**src/rtl/cnn_pkg.sv**
```systemverilog
// Shared CNN datapath constants and types.
//   DATA_W : default per-channel pixel width
//   KSIZE  : convolution kernel edge length
//   NCH    : number of colour channels carried side by side
//   win_state_e : window generator state (FILL until 4 full rows exist)
package cnn_pkg;

    localparam int unsigned DATA_W = 8;
    localparam int unsigned KSIZE  = 5;
    localparam int unsigned NCH    = 3;

    typedef enum logic [0:0] {
        FILL   = 1'b0,
        STREAM = 1'b1
    } win_state_e;

endpackage

```
**src/rtl/line_buffer.sv**
```systemverilog
// One image-row delay: a DEPTH-deep RAM, read and written at the same address.
// The read is combinational and returns the old word, so dout at column c is
// the word written one row earlier at column c. No reset on the storage.
//   clk  : clock
//   we   : write enable (one accepted pixel)
//   addr : column address
//   din  : word to store
//   dout : word stored at addr on the previous row
module line_buffer #(
    parameter int unsigned WIDTH = 24,
    parameter int unsigned DEPTH = 32
) (
    input  logic                     clk,
    input  logic                     we,
    input  logic [$clog2(DEPTH)-1:0] addr,
    input  logic [WIDTH-1:0]         din,
    output logic [WIDTH-1:0]         dout
);

    logic [WIDTH-1:0] mem [DEPTH];

    assign dout = mem[addr];

    always_ff @(posedge clk) begin
        if (we) begin
            mem[addr] <= din;
        end
    end

endmodule

```
**src/rtl/conv_window_3ch_5x5.sv**
```systemverilog
// 5x5 sliding-window generator for 3-channel raster video.
// Four chained line buffers supply the previous rows; a per-channel 5x5
// register window shifts left once per accepted pixel. A window is emitted
// (latency 1) only when it lies fully inside the current frame.
//   clk, rst      : clock, asynchronous active-high reset
//   valid_in      : qualifies pix_in / sof_in
//   sof_in        : pixel is row 0, column 0
//   pix_in        : {ch0, ch1, ch2}
//   ch0/1/2_flat  : 5x5 window, element r*5+c at [(25-i)*DATA_W-1 -: DATA_W]
//   valid_out     : window outputs are valid this cycle
//   frame_done    : last window of the frame
module conv_window_3ch_5x5
    import cnn_pkg::KSIZE, cnn_pkg::NCH, cnn_pkg::win_state_e, cnn_pkg::FILL, cnn_pkg::STREAM;
#(
    parameter int unsigned DATA_W = cnn_pkg::DATA_W,
    parameter int unsigned IMG_W  = 32,
    parameter int unsigned IMG_H  = 32
) (
    input  logic                            clk,
    input  logic                            rst,
    input  logic                            valid_in,
    input  logic                            sof_in,
    input  logic [NCH*DATA_W-1:0]           pix_in,
    output logic [DATA_W*KSIZE*KSIZE-1:0]   ch0_flat,
    output logic [DATA_W*KSIZE*KSIZE-1:0]   ch1_flat,
    output logic [DATA_W*KSIZE*KSIZE-1:0]   ch2_flat,
    output logic                            valid_out,
    output logic                            frame_done
);

    localparam int unsigned COL_W = $clog2(IMG_W);
    localparam int unsigned ROW_W = $clog2(IMG_H);
    localparam int unsigned LB_N  = KSIZE - 1;
    localparam logic [COL_W-1:0] COL_LAST = COL_W'(IMG_W - 1);
    localparam logic [ROW_W-1:0] ROW_LAST = ROW_W'(IMG_H - 1);
    localparam logic [COL_W-1:0] COL_MIN  = COL_W'(KSIZE - 1);
    localparam logic [ROW_W-1:0] ROW_MIN  = ROW_W'(KSIZE - 1);

    logic [COL_W-1:0] col_q, col_d, cur_col;
    logic [ROW_W-1:0] row_q, row_d, cur_row;
    win_state_e       state_q, state_d, cur_state;
    logic             emit, emit_last;
    logic             valid_q, done_q;

    logic [NCH*DATA_W-1:0] lb_din  [LB_N];
    logic [NCH*DATA_W-1:0] lb_dout [LB_N];
    logic [NCH*DATA_W-1:0] tap     [KSIZE];
    logic [DATA_W-1:0]     win_q   [NCH][KSIZE][KSIZE];
    logic [NCH-1:0][DATA_W*KSIZE*KSIZE-1:0] flat;

    // An accepted sof overrides the counters (and any wrap) for this pixel.
    always_comb begin
        cur_col   = sof_in ? '0 : col_q;
        cur_row   = sof_in ? '0 : row_q;
        cur_state = sof_in ? FILL : state_q;
        col_d     = col_q;
        row_d     = row_q;
        if (valid_in) begin
            if (cur_col == COL_LAST) begin
                col_d = '0;
                row_d = (cur_row == ROW_LAST) ? '0 : cur_row + ROW_W'(1);
            end else begin
                col_d = cur_col + COL_W'(1);
                row_d = cur_row;
            end
        end
    end

    // State register.
    always_ff @(posedge clk or posedge rst) begin
        if (rst) begin
            state_q <= FILL;
            col_q   <= '0;
            row_q   <= '0;
        end else begin
            state_q <= state_d;
            col_q   <= col_d;
            row_q   <= row_d;
        end
    end

    // Next state follows the row of the next pixel; covers row wrap and sof.
    always_comb begin
        state_d = state_q;
        if (valid_in) begin
            state_d = (row_d >= ROW_MIN) ? STREAM : FILL;
        end
    end

    // Columns 0..3 of every row only refill the window.
    always_comb begin
        emit      = valid_in && (cur_state == STREAM) && (cur_col >= COL_MIN);
        emit_last = emit && (cur_row == ROW_LAST) && (cur_col == COL_LAST);
    end

    always_ff @(posedge clk or posedge rst) begin
        if (rst) begin
            valid_q <= 1'b0;
            done_q  <= 1'b0;
        end else begin
            valid_q <= emit;
            done_q  <= emit_last;
        end
    end

    for (genvar k = 0; k < LB_N; k++) begin : g_lb
        if (k == 0) begin : g_head
            assign lb_din[k] = pix_in;
        end else begin : g_tail
            assign lb_din[k] = lb_dout[k-1];
        end
        line_buffer #(
            .WIDTH (NCH * DATA_W),
            .DEPTH (IMG_W)
        ) u_line_buffer (
            .clk  (clk),
            .we   (valid_in),
            .addr (cur_col),
            .din  (lb_din[k]),
            .dout (lb_dout[k])
        );
    end

    // New window column, top to bottom: rows row-4 .. row-1, then the live pixel.
    always_comb begin
        for (int r = 0; r < int'(LB_N); r++) begin
            tap[r] = lb_dout[LB_N-1-r];
        end
        tap[KSIZE-1] = pix_in;
    end

    always_ff @(posedge clk or posedge rst) begin
        if (rst) begin
            for (int ch = 0; ch < int'(NCH); ch++) begin
                for (int r = 0; r < int'(KSIZE); r++) begin
                    for (int c = 0; c < int'(KSIZE); c++) begin
                        win_q[ch][r][c] <= '0;
                    end
                end
            end
        end else if (valid_in) begin
            for (int ch = 0; ch < int'(NCH); ch++) begin
                for (int r = 0; r < int'(KSIZE); r++) begin
                    for (int c = 0; c < int'(KSIZE) - 1; c++) begin
                        win_q[ch][r][c] <= win_q[ch][r][c+1];
                    end
                    win_q[ch][r][KSIZE-1] <= tap[r][(int'(NCH) - ch)*int'(DATA_W) - 1 -: DATA_W];
                end
            end
        end
    end

    always_comb begin
        flat = '0;
        for (int ch = 0; ch < int'(NCH); ch++) begin
            for (int r = 0; r < int'(KSIZE); r++) begin
                for (int c = 0; c < int'(KSIZE); c++) begin
                    flat[ch][(int'(KSIZE*KSIZE) - (r*int'(KSIZE) + c))*int'(DATA_W) - 1 -: DATA_W] =
                        win_q[ch][r][c];
                end
            end
        end
    end

    assign ch0_flat   = flat[0];
    assign ch1_flat   = flat[1];
    assign ch2_flat   = flat[2];
    assign valid_out  = valid_q;
    assign frame_done = done_q;

endmodule

```
**config.mk**
```make
export PLATFORM = sky130hd
export DESIGN_NAME = conv_window_3ch_5x5
export DESIGN_NICKNAME = d
export VERILOG_FILES = /design/src/rtl/cnn_pkg.sv /design/src/rtl/line_buffer.sv /design/src/rtl/conv_window_3ch_5x5.sv
export SDC_FILE = /design/constraint.sdc
export NUM_CORES = 2
export LEC_CHECK = 0
export CAP_MARGIN = 25
export CORE_ASPECT_RATIO = 1.4
export CORE_MARGIN = 2
export CORE_UTILIZATION = 45
export DETAILED_ROUTE_END_ITERATION = 6
export SETUP_SLACK_MARGIN = 0.05
export SYNTH_ARGS = -nofsm -noshare
export SYNTH_HDL_FRONTEND = slang
export SYNTH_HIERARCHICAL = 1
export SYNTH_SLANG_ARGS = --single-unit
```
**constraint.sdc**
```tcl
create_clock -name clk -period 17.5 [get_ports clk]
set_clock_uncertainty 0.15 [all_clocks]
set_input_delay 1.75 -clock clk [delete_from_list [all_inputs] [get_ports clk]]
set_output_delay 1.75 -clock clk [all_outputs]
set_load 0.01 [all_outputs]
```
# Word level (Yosys, flattened, before mapping)
# Memory sizes are Yosys's and may differ from the RTL's. A register that Yosys moved wholly into a read port is not among the register bits.
# Index checks and enable logic that the tools add are counted.
# op_classes
magnitude_cmp,2
mux,10
n_eq_ne,2
n_reduce_logical,4
add_sub_neg,2
# op_table
cell,count
2-to-1 mux 5 bit,6
"adder 5 x 1 -> 5 bit, second input constant",2
"== test 5 bit, second input constant",2
">= comparator 5 x 3 -> 1 bit, second input constant",2
logical AND 1 bit,4
2-to-1 mux 1 bit,4
# totals
out_inout_bits,602
input_bits,28
regBits,589
n_memories,4
ram_bits,3072
word_cells,101
# memory_table
name,depth,width,read_ports,rd_ports_with_merged_regs,write_ports,line,text
g_lb[0].u_line_buffer.mem,32,24,1,0,1,line_buffer.sv:20,logic [WIDTH-1:0] mem [DEPTH];
g_lb[1].u_line_buffer.mem,32,24,1,0,1,line_buffer.sv:20,
g_lb[2].u_line_buffer.mem,32,24,1,0,1,line_buffer.sv:20,
g_lb[3].u_line_buffer.mem,32,24,1,1,1,line_buffer.sv:20,

# Longest topological paths before layout
# depth
depth_word,7
ltp_mapped,11
mapped_depth_nobuf,9

# Hierarchy
# Netlist, hierarchy kept.
# by_module_without_submodules
module,area_per_inst_um2,cells_per_inst,seq_area_each_um2,instances
line_buffer,29522.1,1572,23062.1,4
conv_window_3ch_5x5,23397.4,1344,15339.7,1

# Worst setup path before layout
# No wires, ideal clock.
# synth_path
path_kind,input port to flip-flop
from,input port sof_in
to,"memory g_lb[0].u_line_buffer.mem[24][0], enable pin"
arrival_time_ps,4918
slack_ps,11997
setup_time_ps,435
t_required_ps,16915
stages,6
cell_sequence,clkbuf_1 > nor2b_1 > buf_2 > buf_2 > nand2_1 > nor3_1
# synth_via
elab_chain_cells,1
# synth_rtl
element,line,text
"start, declared",conv_window_3ch_5x5.sv:22,"input logic sof_in,"
2-to-1 mux 5 bit,conv_window_3ch_5x5.sv:53,cur_col = sof_in ? '0 : col_q;
named net cur_col[4],conv_window_3ch_5x5.sv:39,"logic [COL_W-1:0] col_q, col_d, cur_col;"
"end, declared",line_buffer.sv:20,
# The timed path passes the listed nets, and every way through them passes these cells.

==> impl_results.md <==
* IO Pins at 630
* Ys flop type: edfxtp_1
* Share of layout cells above drive strength 1 at 0.198
* Crit path kind: input port to flip-flop
* Worst slack, placed at approximately 8.6 ns
* Syn_area_per_cell at 18.5 um^2
* Count of input and output buffers at 629
* Congestion Overflow GR at 0
* #FFs+latches synth at between 3k and 4k
* Nets at between 8k and 9k
* Core Region at around 310000 um^2
* Die span in x at about 480 um
* Wire length per cell at around 30 um
* Die Span Y at roughly 670 um
* Htree depth at 5
* Switching pwr at slightly below 0.007 W
* DP Wirelength at 230 mm
* Clock sink total at roughly 3.7k
* Worst skew pair latency at 0.90 ns
* Die ar. at roughly 320000 um^2
* Final non-filler cell total at ~13k
* Tot GR Track Use at 0.240
* Final setup TNS at 0 ns
* Clock buffer depth at 4
* Postcts setup bufs at 0
* Status: complete, no violations
* Final Hold Fails at 0
* Flop pwr share at 0.477
* DRT Pass-1 Iters at 6
* Unrepaired setup endpoints after global routing: false
* Worst path required time at around 18 ns
* VDD IR max at approximately 0.13 mV
* CTS Buf Count at 353
* CTS root buffer: clkbuf_16
* Most frequent cell after synthesis: edfxtp_1
* Final period util at 0.473
* Routed wire length at 393 mm
* TritonCTS clock tree: done
* YS warnings at 6
* Resized Gates After CTS at 0
* First-pass GRT wire length at roughly 550 mm
* Synth cell count leaders: 3072 x edfxtp_1, 1537 x mux2i_1, 689 x o22ai_1, 613 x dfrtp_1, 503 x mux2_2
* Row cnt at roughly 240
* Crit path max fanout at between 100 and 150
* Arr. time, crit path at around 8.9 ns
* Max_cap viols at 0
* Finished Cell Area at between 150000 and 200000 um^2
* Post-synth EDFFs at 3072
* Worst-Margin Slew at around 1.3 ns
* Top cells by area, synth: edfxtp_1 65%, mux2i_1 11%, dfrtp_1 11%
* Post-synth ARST share at 0.166
* Vias at around 75k
* Fmax at around 120 MHz
* Relative slew slack at 0.150
* Setup Viol. Count Final at 0
* Number of global-route vias before repair at approximately 76k
* # DRC at 0
* Hold_buf cts at 0
* DP Cell Count at around 12k
* Placed Area at between 150000 and 200000 um^2
* Starting Density at 0.452
* Pleak at between 50 and 60 nW
* Logic pwr share at 0.208
* ANT nets after route at 0
* Clock Power Share at 0.315
* Vias per cell at approximately 5.8
* Pins Over Slew Limit at 0
* Syn Inst Count at approximately 7.6k
* Yosys cell types at 43
* Area Overhead vs Synth at 17.6%
* Antenna violations before repair at 19
* Final worst slack at 9.22 ns
* Biggest area consumer among synthesized cells: edfxtp_1
* Post-Synthesis Cell Area at roughly 140000 um^2
* Class of the worst hold path: flip-flop to flip-flop
* Clk slew on worst S/H paths at approximately 0.06 ns
* Detailed Route Iter0 Violations at around 6.6k
* Worst setup SP type: input port
* Routability Congestion at around 0.84
* Largest net degree at the start of global routing at roughly 170
* Min Tclk post-route at 8.28 ns
* Post-synthesis sequential area ratio at 0.760
* Switching part of the total power at 0.279
* Post-synth top area share at 0.652
* CP Capture Type: flip-flop
* Syn Nets at ~7.7k
* Internal power at 0.0177 W
* Power Dens Cells at 147 nW/um^2
## worst paths after layout
check	from	endpoint	slack [ns]	cells past startpoint
max	sof_in	ch2_flat[86]	9.22	12
min	ch2_flat[112]	ch2_flat[112]	0.35	1
max reg2reg	col_q[1]	ch2_flat[86]	10.74	11
min reg2reg	ch2_flat[112]	ch2_flat[112]	0.35	1
max in group asynchronous	rst	ch1_flat[95]	12.42	8
min in group asynchronous	rst	ch2_flat[6]	1.29	3
## state kept, by name, summed over array words and instances, names as in the netlist
signal,count
g_lb.u_line_buffer/mem,3072
ch0_flat,200
ch1_flat,200
state_q,1
col_q,5
row_q,5
ch2_flat,200
frame_done,1
valid_out,1
## metal layers
metal	global-route usage	vias up	part of all wire
li1	-	32300	-
met1	0.305	39800	0.39
met2	0.424	2711	0.51
met3	0.0377	584	0.064
met4	0.0679	6	0.028
met5	0	-	0.00010
## logic make-up after synthesis
family / share of synthesized area
fa+ha+maj: 0.000442
buf+inv: 0.0188
mux: 0.159
simple gates: 0.0228
flops: 0.760
compound gates: 0.0381
xor+xnor: 0.0000619
## metrics by stage
| stage | hold WS [ns] | utilization | total power [W] |
|---|---|---|---|
| 2_1_floorplan | 0.314 | - | 0.0140 |
| 3_3_place_gp | 0.336 | 0.490 | 0.0168 |
| 3_5_place_dp | 0.343 | 0.492 | 0.0169 |
| 4_1_cts | 0.354 | 0.530 | 0.0246 |
| 5_1_grt | 0.366 | 0.532 | 0.0253 |
| 6_report | 0.355 | 0.532 | 0.0245 |
## layout make-up
class	instances	area [um^2]
Clock inverter	190	1850
Antenna cell	5	12.5
Fill cell	24600	146000
Clock buffer	457	9790
Multi-Input combinational cell	3489	31900
Timing Repair Buffer	991	9980
Tap cell	4165	5210
Inverter	7	37.5
Sequential cell	3685	108000
## cell usage in the layout (no fill, tap or decap), types with 19 or more instances in the layout
cell type        instances
edfxtp_1              3072
mux2i_1               1537
o22ai_1                689
clkdlybuf4s50_1        628
dfrtp_1                613
mux2_2                 503
clkbuf_16              368
buf_4                  297
nor4_1                 179
nand2_1                108
mux2_4                 100
o22ai_2                 80
nor2_2                  76
clkinv_2                62
clkbuf_1                62
clkinv_1                59
nor2_4                  38
buf_16                  38
bufinv_16               32
clkbuf_8                26
nand4bb_1               19
## worst max-delay path, cell delays in order
cell and delay (ns):
clkdlybuf4s50_1 0.76, nand2b_1 0.41, inv_8 0.71, buf_4 0.88, buf_12 0.70, buf_4 0.94, mux2i_1 0.27, o22ai_1 0.11
nor4_1 0.75, nand2_1 0.45, buf_4 0.39, mux2_2 0.31
## power groups by stage
stage	Combinational, W	Clock (W)	Sequential, W
floorplan	0.00215	0	0.0118
CTS	0.00505	0.00785	0.0117
global placement	0.00490	0	0.0119
finish	0.00510	0.00771	0.0117
global route	0.00536	0.00816	0.0118
detailed placement	0.00503	0	0.0119
Note: power is estimated with default switching activity, not from simulation.
